### src/rtl/stack_mem_sequencer_if.sv
`default_nettype none
// ============================================================================
// Module   : stack_mem_sequencer_if
// Purpose  : MEM-stage stack request, load/store and data-memory port bundle.
// Revision : 1.0 - initial release
// ============================================================================
interface stack_mem_sequencer_if #(
   parameter int ADDR_W = 12,
   parameter int DATA_W = 16
);
   logic                  req_valid;
   logic [2:0]            req_op;
   logic [2*DATA_W-1:0]   pc_in;
   logic [3:0]            flags_in;
   logic [DATA_W-1:0]     push_data;
   logic                  ls_rd;
   logic                  ls_wr;
   logic [ADDR_W-1:0]     ls_addr;
   logic [DATA_W-1:0]     ls_wdata;
   logic [DATA_W-1:0]     mem_rdata;
   logic [ADDR_W-1:0]     mem_addr;
   logic [DATA_W-1:0]     mem_wdata;
   logic                  mem_we;
   logic                  mem_re;
   logic                  stall;
   logic [2*DATA_W-1:0]   pc_out;
   logic                  pc_out_valid;
   logic [3:0]            flags_out;
   logic                  flags_out_valid;
   logic [DATA_W-1:0]     pop_data;
   logic                  pop_valid;
   logic [ADDR_W-1:0]     sp;

   modport master (
      output req_valid, req_op, pc_in, flags_in, push_data,
             ls_rd, ls_wr, ls_addr, ls_wdata, mem_rdata,
      input  mem_addr, mem_wdata, mem_we, mem_re, stall,
             pc_out, pc_out_valid, flags_out, flags_out_valid,
             pop_data, pop_valid, sp
   );

   modport slave (
      input  req_valid, req_op, pc_in, flags_in, push_data,
             ls_rd, ls_wr, ls_addr, ls_wdata, mem_rdata,
      output mem_addr, mem_wdata, mem_we, mem_re, stall,
             pc_out, pc_out_valid, flags_out, flags_out_valid,
             pop_data, pop_valid, sp
   );
endinterface
`default_nettype wire

### src/rtl/stack_mem_sequencer.sv
`default_nettype none
// ============================================================================
// Module   : stack_mem_sequencer
// Purpose  : Sequences multi-word stack transactions onto the single-port data
//            memory, owns SP, stalls the pipeline, else passes load/store through.
// Revision : 1.0 - initial release
// ============================================================================
module stack_mem_sequencer #(
   parameter int                ADDR_W   = 12,
   parameter int                DATA_W   = 16,
   parameter logic [ADDR_W-1:0] SP_RESET = {ADDR_W{1'b1}}
) (
   input  logic                 clk,
   input  logic                 rst,
   stack_mem_sequencer_if.slave bus
);
   typedef enum logic [2:0] {
      S_IDLE = 3'd0,
      S_PUSH = 3'd1,
      S_POP  = 3'd2,
      S_CAPT = 3'd3,
      S_DONE = 3'd4
   } state_t;

   localparam logic [2:0] c_OP_PUSH = 3'd1;
   localparam logic [2:0] c_OP_POP  = 3'd2;
   localparam logic [2:0] c_OP_CALL = 3'd3;
   localparam logic [2:0] c_OP_RET  = 3'd4;
   localparam logic [2:0] c_OP_INT  = 3'd5;
   localparam logic [2:0] c_OP_RTI  = 3'd6;

   state_t                r_state;
   state_t                w_state_nxt;
   logic [2:0]            r_op;
   logic [2*DATA_W-1:0]   r_pc;
   logic [3:0]            r_flags;
   logic [DATA_W-1:0]     r_push_data;
   logic [1:0]            r_idx;
   logic [1:0]            r_last;
   logic [ADDR_W-1:0]     r_sp;
   logic [2*DATA_W-1:0]   r_pc_out;
   logic [3:0]            r_flags_out;
   logic [DATA_W-1:0]     r_pop_data;

   logic                  w_accept;
   logic [1:0]            w_last_nxt;
   logic [DATA_W-1:0]     w_push_word;
   logic                  w_cap_en;
   logic [1:0]            w_cap_idx;

   // Odd opcodes push, even opcodes pop; 0 and 7 are no-ops.
   assign w_accept = !rst && (r_state == S_IDLE) && bus.req_valid &&
                     (bus.req_op >= c_OP_PUSH) && (bus.req_op <= c_OP_RTI);

   always_comb begin
      w_last_nxt = 2'd0;
      case (bus.req_op)
         c_OP_CALL, c_OP_RET: w_last_nxt = 2'd1;
         c_OP_INT,  c_OP_RTI: w_last_nxt = 2'd2;
         default:             w_last_nxt = 2'd0;
      endcase
   end

   always_comb begin
      w_push_word = r_push_data;
      case (r_op)
         c_OP_CALL: w_push_word = (r_idx == 2'd0) ? r_pc[2*DATA_W-1:DATA_W]
                                                  : r_pc[DATA_W-1:0];
         c_OP_INT: begin
            if (r_idx == 2'd0)
               w_push_word = {{(DATA_W-4){1'b0}}, r_flags};
            else if (r_idx == 2'd1)
               w_push_word = r_pc[2*DATA_W-1:DATA_W];
            else
               w_push_word = r_pc[DATA_W-1:0];
         end
         default: w_push_word = r_push_data;
      endcase
   end

   // Read data lags the read by one cycle, so each POP edge after the first
   // and the CAPT edge retire the previous word.
   assign w_cap_en  = ((r_state == S_POP) && (r_idx != 2'd0)) || (r_state == S_CAPT);
   assign w_cap_idx = (r_state == S_CAPT) ? r_last : (r_idx - 2'd1);

   always_comb begin
      w_state_nxt = r_state;
      case (r_state)
         S_IDLE: if (w_accept) w_state_nxt = bus.req_op[0] ? S_PUSH : S_POP;
         S_PUSH: if (r_idx == r_last) w_state_nxt = S_DONE;
         S_POP:  if (r_idx == r_last) w_state_nxt = S_CAPT;
         S_CAPT: w_state_nxt = S_DONE;
         S_DONE: w_state_nxt = S_IDLE;
         default: w_state_nxt = S_IDLE;
      endcase
   end

   always_comb begin
      bus.mem_we    = 1'b0;
      bus.mem_re    = 1'b0;
      bus.mem_addr  = '0;
      bus.mem_wdata = '0;
      bus.stall     = 1'b0;
      if (!rst) begin
         case (r_state)
            S_IDLE: begin
               if (w_accept) begin
                  bus.stall = 1'b1;
               end else begin
                  bus.mem_we    = bus.ls_wr;
                  bus.mem_re    = bus.ls_rd;
                  bus.mem_addr  = bus.ls_addr;
                  bus.mem_wdata = bus.ls_wdata;
               end
            end
            S_PUSH: begin
               bus.stall     = 1'b1;
               bus.mem_we    = 1'b1;
               bus.mem_addr  = r_sp;
               bus.mem_wdata = w_push_word;
            end
            S_POP: begin
               bus.stall    = 1'b1;
               bus.mem_re   = 1'b1;
               bus.mem_addr = r_sp + ADDR_W'(1);
            end
            S_CAPT:  bus.stall = 1'b1;
            default: bus.stall = 1'b0;
         endcase
      end
   end

   always_ff @(posedge clk or posedge rst) begin
      if (rst) begin
         r_state     <= S_IDLE;
         r_op        <= '0;
         r_pc        <= '0;
         r_flags     <= '0;
         r_push_data <= '0;
         r_idx       <= '0;
         r_last      <= '0;
         r_sp        <= SP_RESET;
         r_pc_out    <= '0;
         r_flags_out <= '0;
         r_pop_data  <= '0;
      end else begin
         r_state <= w_state_nxt;
         if (w_accept) begin
            r_op        <= bus.req_op;
            r_pc        <= bus.pc_in;
            r_flags     <= bus.flags_in;
            r_push_data <= bus.push_data;
            r_idx       <= 2'd0;
            r_last      <= w_last_nxt;
         end
         if (r_state == S_PUSH) begin
            r_sp  <= r_sp - ADDR_W'(1);
            r_idx <= r_idx + 2'd1;
         end
         if (r_state == S_POP) begin
            r_sp  <= r_sp + ADDR_W'(1);
            r_idx <= r_idx + 2'd1;
         end
         if (w_cap_en) begin
            if (r_op == c_OP_POP)
               r_pop_data <= bus.mem_rdata;
            else if (w_cap_idx == 2'd0)
               r_pc_out[DATA_W-1:0] <= bus.mem_rdata;
            else if (w_cap_idx == 2'd1)
               r_pc_out[2*DATA_W-1:DATA_W] <= bus.mem_rdata;
            else
               r_flags_out <= bus.mem_rdata[3:0];
         end
      end
   end

   assign bus.sp              = r_sp;
   assign bus.pc_out          = r_pc_out;
   assign bus.flags_out       = r_flags_out;
   assign bus.pop_data        = r_pop_data;
   assign bus.pc_out_valid    = (r_state == S_DONE) && ((r_op == c_OP_RET) || (r_op == c_OP_RTI));
   assign bus.flags_out_valid = (r_state == S_DONE) && (r_op == c_OP_RTI);
   assign bus.pop_valid       = (r_state == S_DONE) && (r_op == c_OP_POP);
endmodule
`default_nettype wire

### src/flat_wrapper.sv
// flat-port wrapper written by rule: the top's interface ports become plain ports
module stack_mem_sequencer_flat 
#(
   parameter int                ADDR_W   = 12,
   parameter int                DATA_W   = 16,
   parameter logic [ADDR_W-1:0] SP_RESET = {ADDR_W{1'b1}}
)
  (clk, rst, bus_req_valid, bus_req_op, bus_pc_in, bus_flags_in, bus_push_data, bus_ls_rd, bus_ls_wr, bus_ls_addr, bus_ls_wdata, bus_mem_rdata, bus_mem_addr, bus_mem_wdata, bus_mem_we, bus_mem_re, bus_stall, bus_pc_out, bus_pc_out_valid, bus_flags_out, bus_flags_out_valid, bus_pop_data, bus_pop_valid, bus_sp);
  stack_mem_sequencer_if #(.ADDR_W(ADDR_W), .DATA_W(DATA_W)) bus_i ();
  input  logic clk;
  input  logic rst;
  input wire logic [$bits(bus_i.req_valid)-1:0] bus_req_valid;
  input wire logic [$bits(bus_i.req_op)-1:0] bus_req_op;
  input wire logic [$bits(bus_i.pc_in)-1:0] bus_pc_in;
  input wire logic [$bits(bus_i.flags_in)-1:0] bus_flags_in;
  input wire logic [$bits(bus_i.push_data)-1:0] bus_push_data;
  input wire logic [$bits(bus_i.ls_rd)-1:0] bus_ls_rd;
  input wire logic [$bits(bus_i.ls_wr)-1:0] bus_ls_wr;
  input wire logic [$bits(bus_i.ls_addr)-1:0] bus_ls_addr;
  input wire logic [$bits(bus_i.ls_wdata)-1:0] bus_ls_wdata;
  input wire logic [$bits(bus_i.mem_rdata)-1:0] bus_mem_rdata;
  output wire logic [$bits(bus_i.mem_addr)-1:0] bus_mem_addr;
  output wire logic [$bits(bus_i.mem_wdata)-1:0] bus_mem_wdata;
  output wire logic [$bits(bus_i.mem_we)-1:0] bus_mem_we;
  output wire logic [$bits(bus_i.mem_re)-1:0] bus_mem_re;
  output wire logic [$bits(bus_i.stall)-1:0] bus_stall;
  output wire logic [$bits(bus_i.pc_out)-1:0] bus_pc_out;
  output wire logic [$bits(bus_i.pc_out_valid)-1:0] bus_pc_out_valid;
  output wire logic [$bits(bus_i.flags_out)-1:0] bus_flags_out;
  output wire logic [$bits(bus_i.flags_out_valid)-1:0] bus_flags_out_valid;
  output wire logic [$bits(bus_i.pop_data)-1:0] bus_pop_data;
  output wire logic [$bits(bus_i.pop_valid)-1:0] bus_pop_valid;
  output wire logic [$bits(bus_i.sp)-1:0] bus_sp;
  assign bus_i.req_valid = bus_req_valid;
  assign bus_i.req_op = bus_req_op;
  assign bus_i.pc_in = bus_pc_in;
  assign bus_i.flags_in = bus_flags_in;
  assign bus_i.push_data = bus_push_data;
  assign bus_i.ls_rd = bus_ls_rd;
  assign bus_i.ls_wr = bus_ls_wr;
  assign bus_i.ls_addr = bus_ls_addr;
  assign bus_i.ls_wdata = bus_ls_wdata;
  assign bus_i.mem_rdata = bus_mem_rdata;
  assign bus_mem_addr = bus_i.mem_addr;
  assign bus_mem_wdata = bus_i.mem_wdata;
  assign bus_mem_we = bus_i.mem_we;
  assign bus_mem_re = bus_i.mem_re;
  assign bus_stall = bus_i.stall;
  assign bus_pc_out = bus_i.pc_out;
  assign bus_pc_out_valid = bus_i.pc_out_valid;
  assign bus_flags_out = bus_i.flags_out;
  assign bus_flags_out_valid = bus_i.flags_out_valid;
  assign bus_pop_data = bus_i.pop_data;
  assign bus_pop_valid = bus_i.pop_valid;
  assign bus_sp = bus_i.sp;
  stack_mem_sequencer #(.ADDR_W(ADDR_W), .DATA_W(DATA_W), .SP_RESET(SP_RESET)) u_core (.clk(clk), .rst(rst), .bus(bus_i));
endmodule
### config.mk
export PLATFORM = sky130hd
export DESIGN_NAME = stack_mem_sequencer_flat
export DESIGN_NICKNAME = d
export VERILOG_FILES = /design/src/rtl/stack_mem_sequencer_if.sv /design/src/rtl/stack_mem_sequencer.sv /design/src/flat_wrapper.sv
export SDC_FILE = /design/constraint.sdc
export NUM_CORES = 1
export LEC_CHECK = 0
export ABC_AREA = 0
export BUFFER_PORTS_ARGS = -buffer_cell sky130_fd_sc_hd__clkbuf_2
export CAP_MARGIN = 10
export CORE_MARGIN = 5
export CORE_UTILIZATION = 45
export CTS_CLUSTER_DIAMETER = 200
export CTS_CLUSTER_SIZE = 28
export DETAILED_ROUTE_END_ITERATION = 12
export GPL_TIMING_DRIVEN = 0
export HOLD_SLACK_MARGIN = 0.06
export PLACE_DENSITY = 0.72
export SETUP_SLACK_MARGIN = 0.1
export SLEW_MARGIN = 0
export SYNTH_ARGS = -nofsm -noshare
export SYNTH_HDL_FRONTEND = slang
export SYNTH_SLANG_ARGS = --single-unit
### constraint.sdc
create_clock -name clk -period 6.3 [get_ports clk]
set_clock_uncertainty 0.05 [all_clocks]
set_input_delay 0.63 -clock clk [delete_from_list [all_inputs] [get_ports clk]]
set_output_delay 0.63 -clock clk [all_outputs]
set_load 0.02 [all_outputs]
### Yosys cells after proc, flatten, opt, wreduce, memory -nomap -nowiden

Index checks and enable logic that the tools add are counted.

| storage, ports and cells | value |
|---|---|
| bits in registers | 126 |
| bits in latches | 0 |
| memory bits (writable) | 0 |
| ROM bits | 0 |
| input port bits | 104 |
| output and inout bits | 98 |
| logic and storage cells | 96 |
| memories kept | 0 |

| operators by class | value |
|---|---|
| add/subtract/negate cells | 4 |
| multiply operators | 0 |
| div/mod/pow operators | 0 |
| order comparisons | 2 |
| equality and inequality tests | 19 |
| shifts and indexed selects | 0 |
| multiplexer cells | 31 |
| bitwise operators | 3 |
| reductions and logical operators | 25 |

Operators with widths:

| operator | count |
|---|---|
| $mux 16 | 5 |
| $pmux 16 s2 | 2 |
| $mux 12 | 4 |
| $pmux 12 s3 | 1 |
| $eq 3x3->1 const B | 7 |
| $eq 3x2->1 const B | 5 |
| $add 12x1->12 const B | 1 |
| $pmux 3 s4 | 1 |
| $sub 12x1->12 const B | 1 |
| $mux 2 | 5 |
| $mux 3 | 3 |
| $logic_and 1x1->1 | 8 |
| $reduce_and 4->1 | 2 |
| $mux 1 | 6 |
| $pmux 1 s2 | 3 |
| $reduce_and 3->1 | 2 |
| $eq 2x1->1 const B | 2 |
| $logic_not 2->1 | 2 |
| $ne 2x1->1 const B | 2 |
| $pmux 2 s2 | 1 |
| $reduce_bool 2->1 | 2 |
| $reduce_or 2->1 | 2 |
| $eq 3x1->1 const B | 1 |
| $ge 3x1->1 const B | 1 |
| other kinds (12) | 15 |

### Logic depth before layout (Yosys ltp)

Gate-level depths: netlist (run 1).

| depth | value |
|---|---|
| depth after elaboration | 8 |
| mapped depth | 9 |
| mapped depth without buffers | 7 |

### Least setup slack after synthesis (run 1)

Ideal clock, no wire load.

| path | value |
|---|---|
| path kind | input to output |
| start | in rst |
| end | out bus_mem_wdata[10] |
| arrival time | 4.964 ns |
| data required time | 5.620 ns |
| setup slack | 0.656 ns |
| stages on the path | 6 |
| buffers on the path | 1 |
| cells stage by stage | inv_1 nand2_1 nor4bb_1 clkbuf_1 a22oi_1 o21ai_0 |

| on the way | value |
|---|---|
| word-level cells in the longest chain between the ends | 8 |

RTL lines:

| element | RTL line | text |
|---|---|---|
| start: declaration | flat_wrapper.sv:11 | `input logic rst;` |
| $logic_not 1->1 | n/a |  |
| $logic_and 1x1->1 (3 in a row) | stack_mem_sequencer.sv:52 | `assign w_accept = !rst && (r_state == S_IDLE) && bus.req_valid &&` |
| $logic_and 1x1->1 | stack_mem_sequencer.sv:53 | `(bus.req_op >= c_OP_PUSH) && (bus.req_op <= c_OP_RTI);` |
| $mux 16 | stack_mem_sequencer.sv:107 | `if (w_accept) begin` |
| $pmux 16 s2 | stack_mem_sequencer.sv:105 | `case (r_state)` |
| $mux 16 * | stack_mem_sequencer.sv:104 | `if (!rst) begin` |
| end: declaration | flat_wrapper.sv:23 | `output wire logic [$bits(bus_i.mem_wdata)-1:0] bus_mem_wdata;` |

Every way passes the cells marked *; elsewhere a longest branch is shown, timed or not.

### Worst setup path in the final report (run 1)

| path | value |
|---|---|
| start | in rst |
| end | out bus_mem_wdata[6] |

The elaborated chain is that of the path after synthesis.

==> results of run 1 <==
[layout make-up]
cell class              instances  area, sq um
repair buffers                200         1020
plain buffers                  40          156
clock buffers                  21          460
multi-input cells             373         2870
fillers                      1123         5580
clock inverters                11          188
inverters                      12         50.0
well taps                     180          225
flip-flops and latches        126         3170
[where the power goes]
part           switching (mW)  internal (mW)  leakage [nW]
Clock                   0.347          0.720         0.309
Combinational            1.18          0.827          1.97
Sequential              0.285           1.25          1.47
[stage by stage]
stage          power [mW]  worst slack, ns  std cells  cell area, sq um  hold WS (ns)
2_1_floorplan        2.88            0.656        551              6240         0.429
3_5_place_dp         3.55             1.97        931              7490         0.443
3_3_place_gp         3.46            -1.75        930              7460         0.438
5_1_grt              4.88             1.69        963              8140         0.301
4_1_cts              4.64             1.96        963              8140         0.270
6_report             4.61             2.00        963              8140         0.272
[worst max-delay path, delay by kind of cell]
kind	cells	cell delay, ns
AOI/OAI and AO/OA	2	0.31
and+or+nand+nor	2	1.06
buffers and inverters	5	1.62
[metal layers]
metal / global-route usage (%) / vias up / wire (um)
met5: 0 / - / 0
met4: 9.05 / 0 / 478
met3: 4.96 / 45 / 1280
met2: 36.1 / 229 / 8700
met1: 25.6 / 2562 / 6820
li1: - / 2442 / -
[registers in the layout, indices dropped and copies added, names as in the netlist]
name                  cells
u_core.bus.pop_data      16
u_core.r_state            3
u_core.r_last             2
u_core.bus.sp            12
u_core.r_push_data       16
u_core.r_pc              32
u_core.r_idx              2
u_core.bus.pc_out        32
u_core.bus.flags_out      4
u_core.r_flags            4
u_core.r_op               3
[final timing paths]
check	to	slack, ns	cells past startpoint
max	bus_mem_wdata[6]	2.00	9
min	u_core.r_last[1]$_DFFE_PP0P_	0.27	2
max reg2reg	u_core.bus.pop_data[4]$_DFFE_PP0P_	3.67	7
min reg2reg	u_core.bus.pc_out[16]$_DFFE_PP0P_	0.45	1
max in group asynchronous	u_core.bus.pop_data[1]$_DFFE_PP0P_	5.19	3
min in group clk	u_core.r_pc[15]$_DFFE_PP0P_	0.40	2
[cell usage after synthesis (all sizes together), types with 2 or more instances]
| library cell | n |
|---|---|
| a211oi | 2 |
| a21boi | 4 |
| a21o | 2 |
| a21oi | 15 |
| a221oi | 4 |
| a222oi | 6 |
| a22oi | 27 |
| a31oi | 2 |
| and2 | 4 |
| and3 | 3 |
| buf | 7 |
| clkbuf | 33 |
| dfrtp | 114 |
| dfstp | 12 |
| ha | 4 |
| inv | 12 |
| mux2 | 107 |
| mux2i | 5 |
| nand2 | 36 |
| nand2b | 7 |
| nand3 | 15 |
| nand3b | 2 |
| nand4 | 2 |
| nand4b | 2 |
| nor2 | 25 |
| nor2b | 2 |
| nor3 | 9 |
| nor3b | 3 |
| nor4 | 10 |
| nor4bb | 2 |
| o211ai | 3 |
| o21ai | 38 |
| o2bb2ai | 2 |
| o31ai | 2 |
| or2 | 2 |
| or3b | 2 |
| xnor2 | 7 |
| xor2 | 9 |
[placed cells by master (no fill, tap or decap), types with 17 or more instances in the layout]
cell	Yosys	final
clkbuf_16	0	17
clkbuf_2	0	199
o21ai_0	38	38
clkbuf_1	33	35
nor2_1	25	25
a22oi_1	27	27
dfrtp_1	114	114
nand2_1	36	36
mux2_2	107	107
[cell families (layout without fill, tap and decap cells)]
| kind of cell | Yosys count | after routing | share of synthesized area [%] |
|---|---|---|---|
| AO/OA/AOI/OAI | 111 | 111 | 11.8 |
| XOR/XNOR | 16 | 16 | 2.25 |
| adder cells (fa/ha/maj) | 4 | 4 | 0.802 |
| buffers and inverters | 52 | 284 | 3.23 |
| flip-flops | 126 | 126 | 50.8 |
| multiplexers | 112 | 112 | 20.1 |
| AND/OR/NAND/NOR | 130 | 130 | 11.0 |
==> reports/qor.csv, run 1 <==
metric,value,unit
Seq cells post-synth,126,
"EDFF count, synth",0,
Final ANT Viol Nets,0,
Initial DRC Count,458,
total core area,13700,sq um
crit path time final,4.30,ns
total gr overflow,0,
DP HPWL,12.9,mm
critical-path cell list,clkbuf_2 -> inv_6 -> buf_16 -> nand2_1 -> nor4bb_1 -> clkbuf_1 -> a22oi_1 -> o21ai_0 -> clkbuf_2,
Hold Fails Final Rpt,0,
total die area,16300,sq um
Synth top area share,45.7,%
Longest Clk Path Bufs,2,
outcome,"complete, no violations",
DRC,0,
1st-pass router iterations,5,
Synth area leaders,"dfrtp_1, mux2_2, dfstp_2, a22oi_1, o21ai_0",
Die W,128,um
Synth cell types,52,
die height,128,um
CP required,5.62,ns
DR vias,5278,
Rel. slew slack,42.2,%
Reg-to-Reg Start,u_core.r_idx[0]$_DFFE_PP0P_,
Area Overhead vs Synth,30.5,%
Initial Util,45.5,%
PD cells,567,nW/um^2
total track usage,21.1,%
largest net degree at the start of global routing,79,
warnings from Yosys,0,
# nets final,878,
number of buffers created by CTS,17,
RSZ-0062 raised after global routing,no,
top_reg_cell synth,dfrtp_1,
initial antenna violation count,0,
vias per cell,5.48,
CP startpoint,rst,
Leak Pwr,3.74,nW
Clock Pin Slew Worst Setup and Hold Paths,0.06,ns
# rows,43,
# IOs,202,
slowest CP cell,nor4bb_1,
Mapped Area,6240,sq um
Avg Synthesized Cell Area,11.3,sq um
Tightest Pin Transition,0.865,ns
vias in the first global route,5435,
Max Cap Violations,0,
CP max stage delay,0.75,ns
ANT cells,0,
share of cells above drive strength 1,46.5,%
TritonCTS clock tree,built,
VDD IR-drop max,276,uV
clk_lat worst skew,0.41,ns
Post-Syn Nets,659,
final setup vio count,0,
drt total wl,17.3,mm
post-route clock period utilization,68.3,%
"Seq/Total Area, Yosys",50.8,%
RePlAce Congestion,0.937,
htree depth,4,
Worst setup EP type,primary output,
Resize count post-CTS,0,
DR WL/cell,17.9,um
first-pass GRT wire length,27.3,mm
root buf cell,clkbuf_16,
Hold WC Path Type,in2async,
setup TNS,0,ns
Clock Sinks,126,
largest area contributor in the netlist,dfrtp_1,
critical path type,in2out,
Startpoint Class,primary input,
final core utilization,59.3,%
port bufs,199,
crit path DAT,3.62,ns
Pins Over Slew Limit,0,
fmax,232,MHz
CP most frequent cell,clkbuf_2,
Worst Path Max Fanout,78,
postcts setup bufs,0,
cells after synthesis,551,
Post-CTS Hold Fix Bufs,0,
Synth async-reset ratio,100,%
(Power assumes the default switching activity.)
==> run 2: changes to the inputs <==
==> constraint.sdc (replaced) <==
create_clock -name clk -period 4.1 [get_ports clk]
set_clock_uncertainty 0.05 [all_clocks]
set_input_delay 0.41 -clock clk [delete_from_list [all_inputs] [get_ports clk]]
set_output_delay 0.41 -clock clk [all_outputs]
set_load 0.02 [all_outputs]
==> run 2 against run 1 <==
Core utilization grew 0.23 points. Critical endpoint is now bus_mem_addr[3]. Worst setup slack lost 1.6 ns. Wire length grew 1.2%. Hold slack lost 0.087 ns. Cell count grew 0.31%. Power grew 53%. Critical path type unchanged. Die area is the same. Via count grew 0.64%. Sequential power grew 54%. Final area grew 0.38%. Sequential share of layout area shrank 0.15 points. Clock-buffer cell count shrank 3.
==> reports/qor.csv, run 2 (synthesis results as in run 1) <==
metric,value,unit,change
combinational power share,44.0,%,+0.4 points
die height,128,um,unchanged
DP Area,7520,sq um,+0.42%
Hold WC Path Type,in2reg,,
total gr overflow,0,,unchanged
Metal-1 WL,7.07,mm,+3.6%
critical path type,in2out,,
post-route clock period utilization,90.0,%,
R2R cell count,7,,unchanged
Worst Path Max Fanout,10,,-87%
Startpoint Class,primary input,,
Non-Filler Instances,966,,+0.31%
1st-pass router iterations,5,,unchanged
Pint,4.23,mW,+51%
met2 routed WL,8.96,mm,+2.9%
sequential fraction of design power,33.6,%,+0.3 points
PD cells,862,nW/um^2,+52%
Final ANT Viol Nets,0,,unchanged
Placed Instances,933,,+0.21%
Longest Clk Path Bufs,2,,unchanged
area of the multi-input gates,2880,sq um,+0.22%
clock power share,22.4,%,-0.7 points
TritonCTS clock tree,built,,
drt total wl,17.5,mm,+1.2%
setup TNS,0,ns,unchanged
# fillers,1152,,+2.6%
ANT cells,0,,unchanged
outcome,"complete, no violations",,
DR vias,5312,,+0.64%
final setup vio count,0,,unchanged
Clock Sinks,126,,unchanged
highest metal used,met4,,
Die W,128,um,unchanged
Initial Util,45.5,%,unchanged
clk_lat worst skew,0.40,ns,about the same
Clock Pin Slew Worst Setup and Hold Paths,0.06,ns,about the same
# rows,43,,unchanged
CP required,3.64,ns,-1.98 ns
cell depth of the worst hold path,2,,
crit path time final,3.69,ns,
fmax,271,MHz,
first-pass GRT wire length,27.8,mm,+2.0%
port bufs,199,,unchanged
RSZ-0062 raised after global routing,no,,
# nets final,881,,+0.34%
"commonest cells after routing, fill and taps aside","clkbuf_2, dfrtp_1, mux2_2",,
switching fraction of total power,39.9,%,+0.60 points
RePlAce Congestion,0.965,,+3.0%
vias in the first global route,5535,,+1.8%
root buf cell,clkbuf_16,,
DP HPWL,13.0,mm,+1.1%
Tightest Pin Transition,0.825,ns,-0.0398 ns
vias per cell,5.50,,+0.33%
VDD IR-drop max,449,uV,+63%
Initial DRC Count,404,,-12%
met3 routed WL,1.29,mm,+1.1%
Reg2Reg Capture Point,u_core.bus.pop_data[0]$_DFFE_PP0P_,,
"most common cell after layout, fill and taps aside",clkbuf_2,,
largest net degree at the start of global routing,44,,-44%
crit path DAT,3.23,ns,-0.39 ns
DRC,0,,unchanged
DR WL/cell,18.1,um,+0.94%
htree depth,4,,unchanged
total core area,13700,sq um,unchanged
Sw Pwr,2.81,mW,+55%
Leak Pwr,3.76,nW,+0.53%
share of cells above drive strength 1,47.1,%,+0.59 points
Worst setup EP type,primary output,,
worst reg2reg setup slack,1.41,ns,-2.26 ns
Reg-to-Reg Start,u_core.r_idx[0]$_DFFE_PP0P_,,
number of buffers created by CTS,17,,unchanged
total track usage,21.5,%,+0.37 points
Reg area,3170,sq um,unchanged
postcts setup bufs,0,,unchanged
Final Cell Area,8170,sq um,+0.38%
Pins Over Slew Limit,0,,unchanged
Worst Hold End,u_core.r_pc[21]$_DFFE_PP0P_,,
Area Overhead vs Synth,31.0,%,
Max Cap Violations,0,,unchanged
initial antenna violation count,0,,unchanged
hold_sp,bus_pc_in[21],,
total die area,16300,sq um,unchanged
Rel. slew slack,44.9,%,+2.7 points
# IOs,202,,unchanged
power after layout,7.04,mW,+53%
Hold Fails Final Rpt,0,,unchanged
run 2: power groups by stage:
stage               logic, mW  clock network, mW  registers [mW]
floorplan                1.76                  0            2.66
global placement         3.00                  0            2.32
detailed placement       3.09                  0            2.37
CTS                      3.11               1.60            2.36
global route             3.37               1.66            2.44
finish                   3.10               1.58            2.37
run 2: area by class of cell:
cell class                 instances  area share [%]
sequential                       126            38.8
buffer                            40            1.93
clock buffer                      18            5.37
timing repair buffer             203            13.0
inverter                          12           0.597
clock inverter                    14            2.34
tap                              180            2.76
multi-input combinational        373            35.2
run 2: through the flow:
| stage | util [%] | setup slack [ns] | hold WS, ns |
|---|---|---|---|
| after detailed placement | 54.8 | 0.697 | 0.343 |
| after global placement | 54.4 | -1.38 | 0.436 |
| after global routing | 59.6 | 0.166 | 0.166 |
| final | 59.6 | 0.409 | 0.185 |
| after CTS | 59.5 | 0.109 | 0.166 |
| after floorplan | - | 0.223 | 0.429 |
run 2: worst max path at each step:
stage / startpoint / to / cells past startpoint / slack [ns]
finish: rst / bus_mem_addr[3] / 9 / 0.41
global route: rst / bus_mem_wdata[11] / 10 / 0.17
CTS: rst / bus_mem_wdata[5] / 10 / 0.11
detailed placement: rst / bus_mem_wdata[5] / 9 / 0.70
global placement: rst / bus_mem_wdata[5] / 8 / -1.38
floorplan: rst / bus_mem_wdata[10] / 6 / 0.22
run 2: timing repair:
| item | 4_1_cts | 5_1_grt |
|---|---|---|
| hold buffers | 1 | 0 |
| hold endpoints to repair | 3 | 0 |
| setup endpoints to repair | 0 | 10 |
| resized for setup | 0 | 3 |
run 2: metal layers:
metal	vias up	global-route usage [%]
met1	2643	26.3
met4	0	6.62
met5	-	0
met3	20	5.92
met2	200	37.0
li1	2449	-
run 2: worst max-delay path, cell delays in order:
cell and delay [ns]:
dlygate4sd3_1 0.54, clkbuf_2 0.17, nor4_1 0.45, nand4b_1 0.51, nor3b_2 0.37, buf_2 0.23, a222oi_1 0.29, nor2_1 0.08
clkbuf_2 0.17
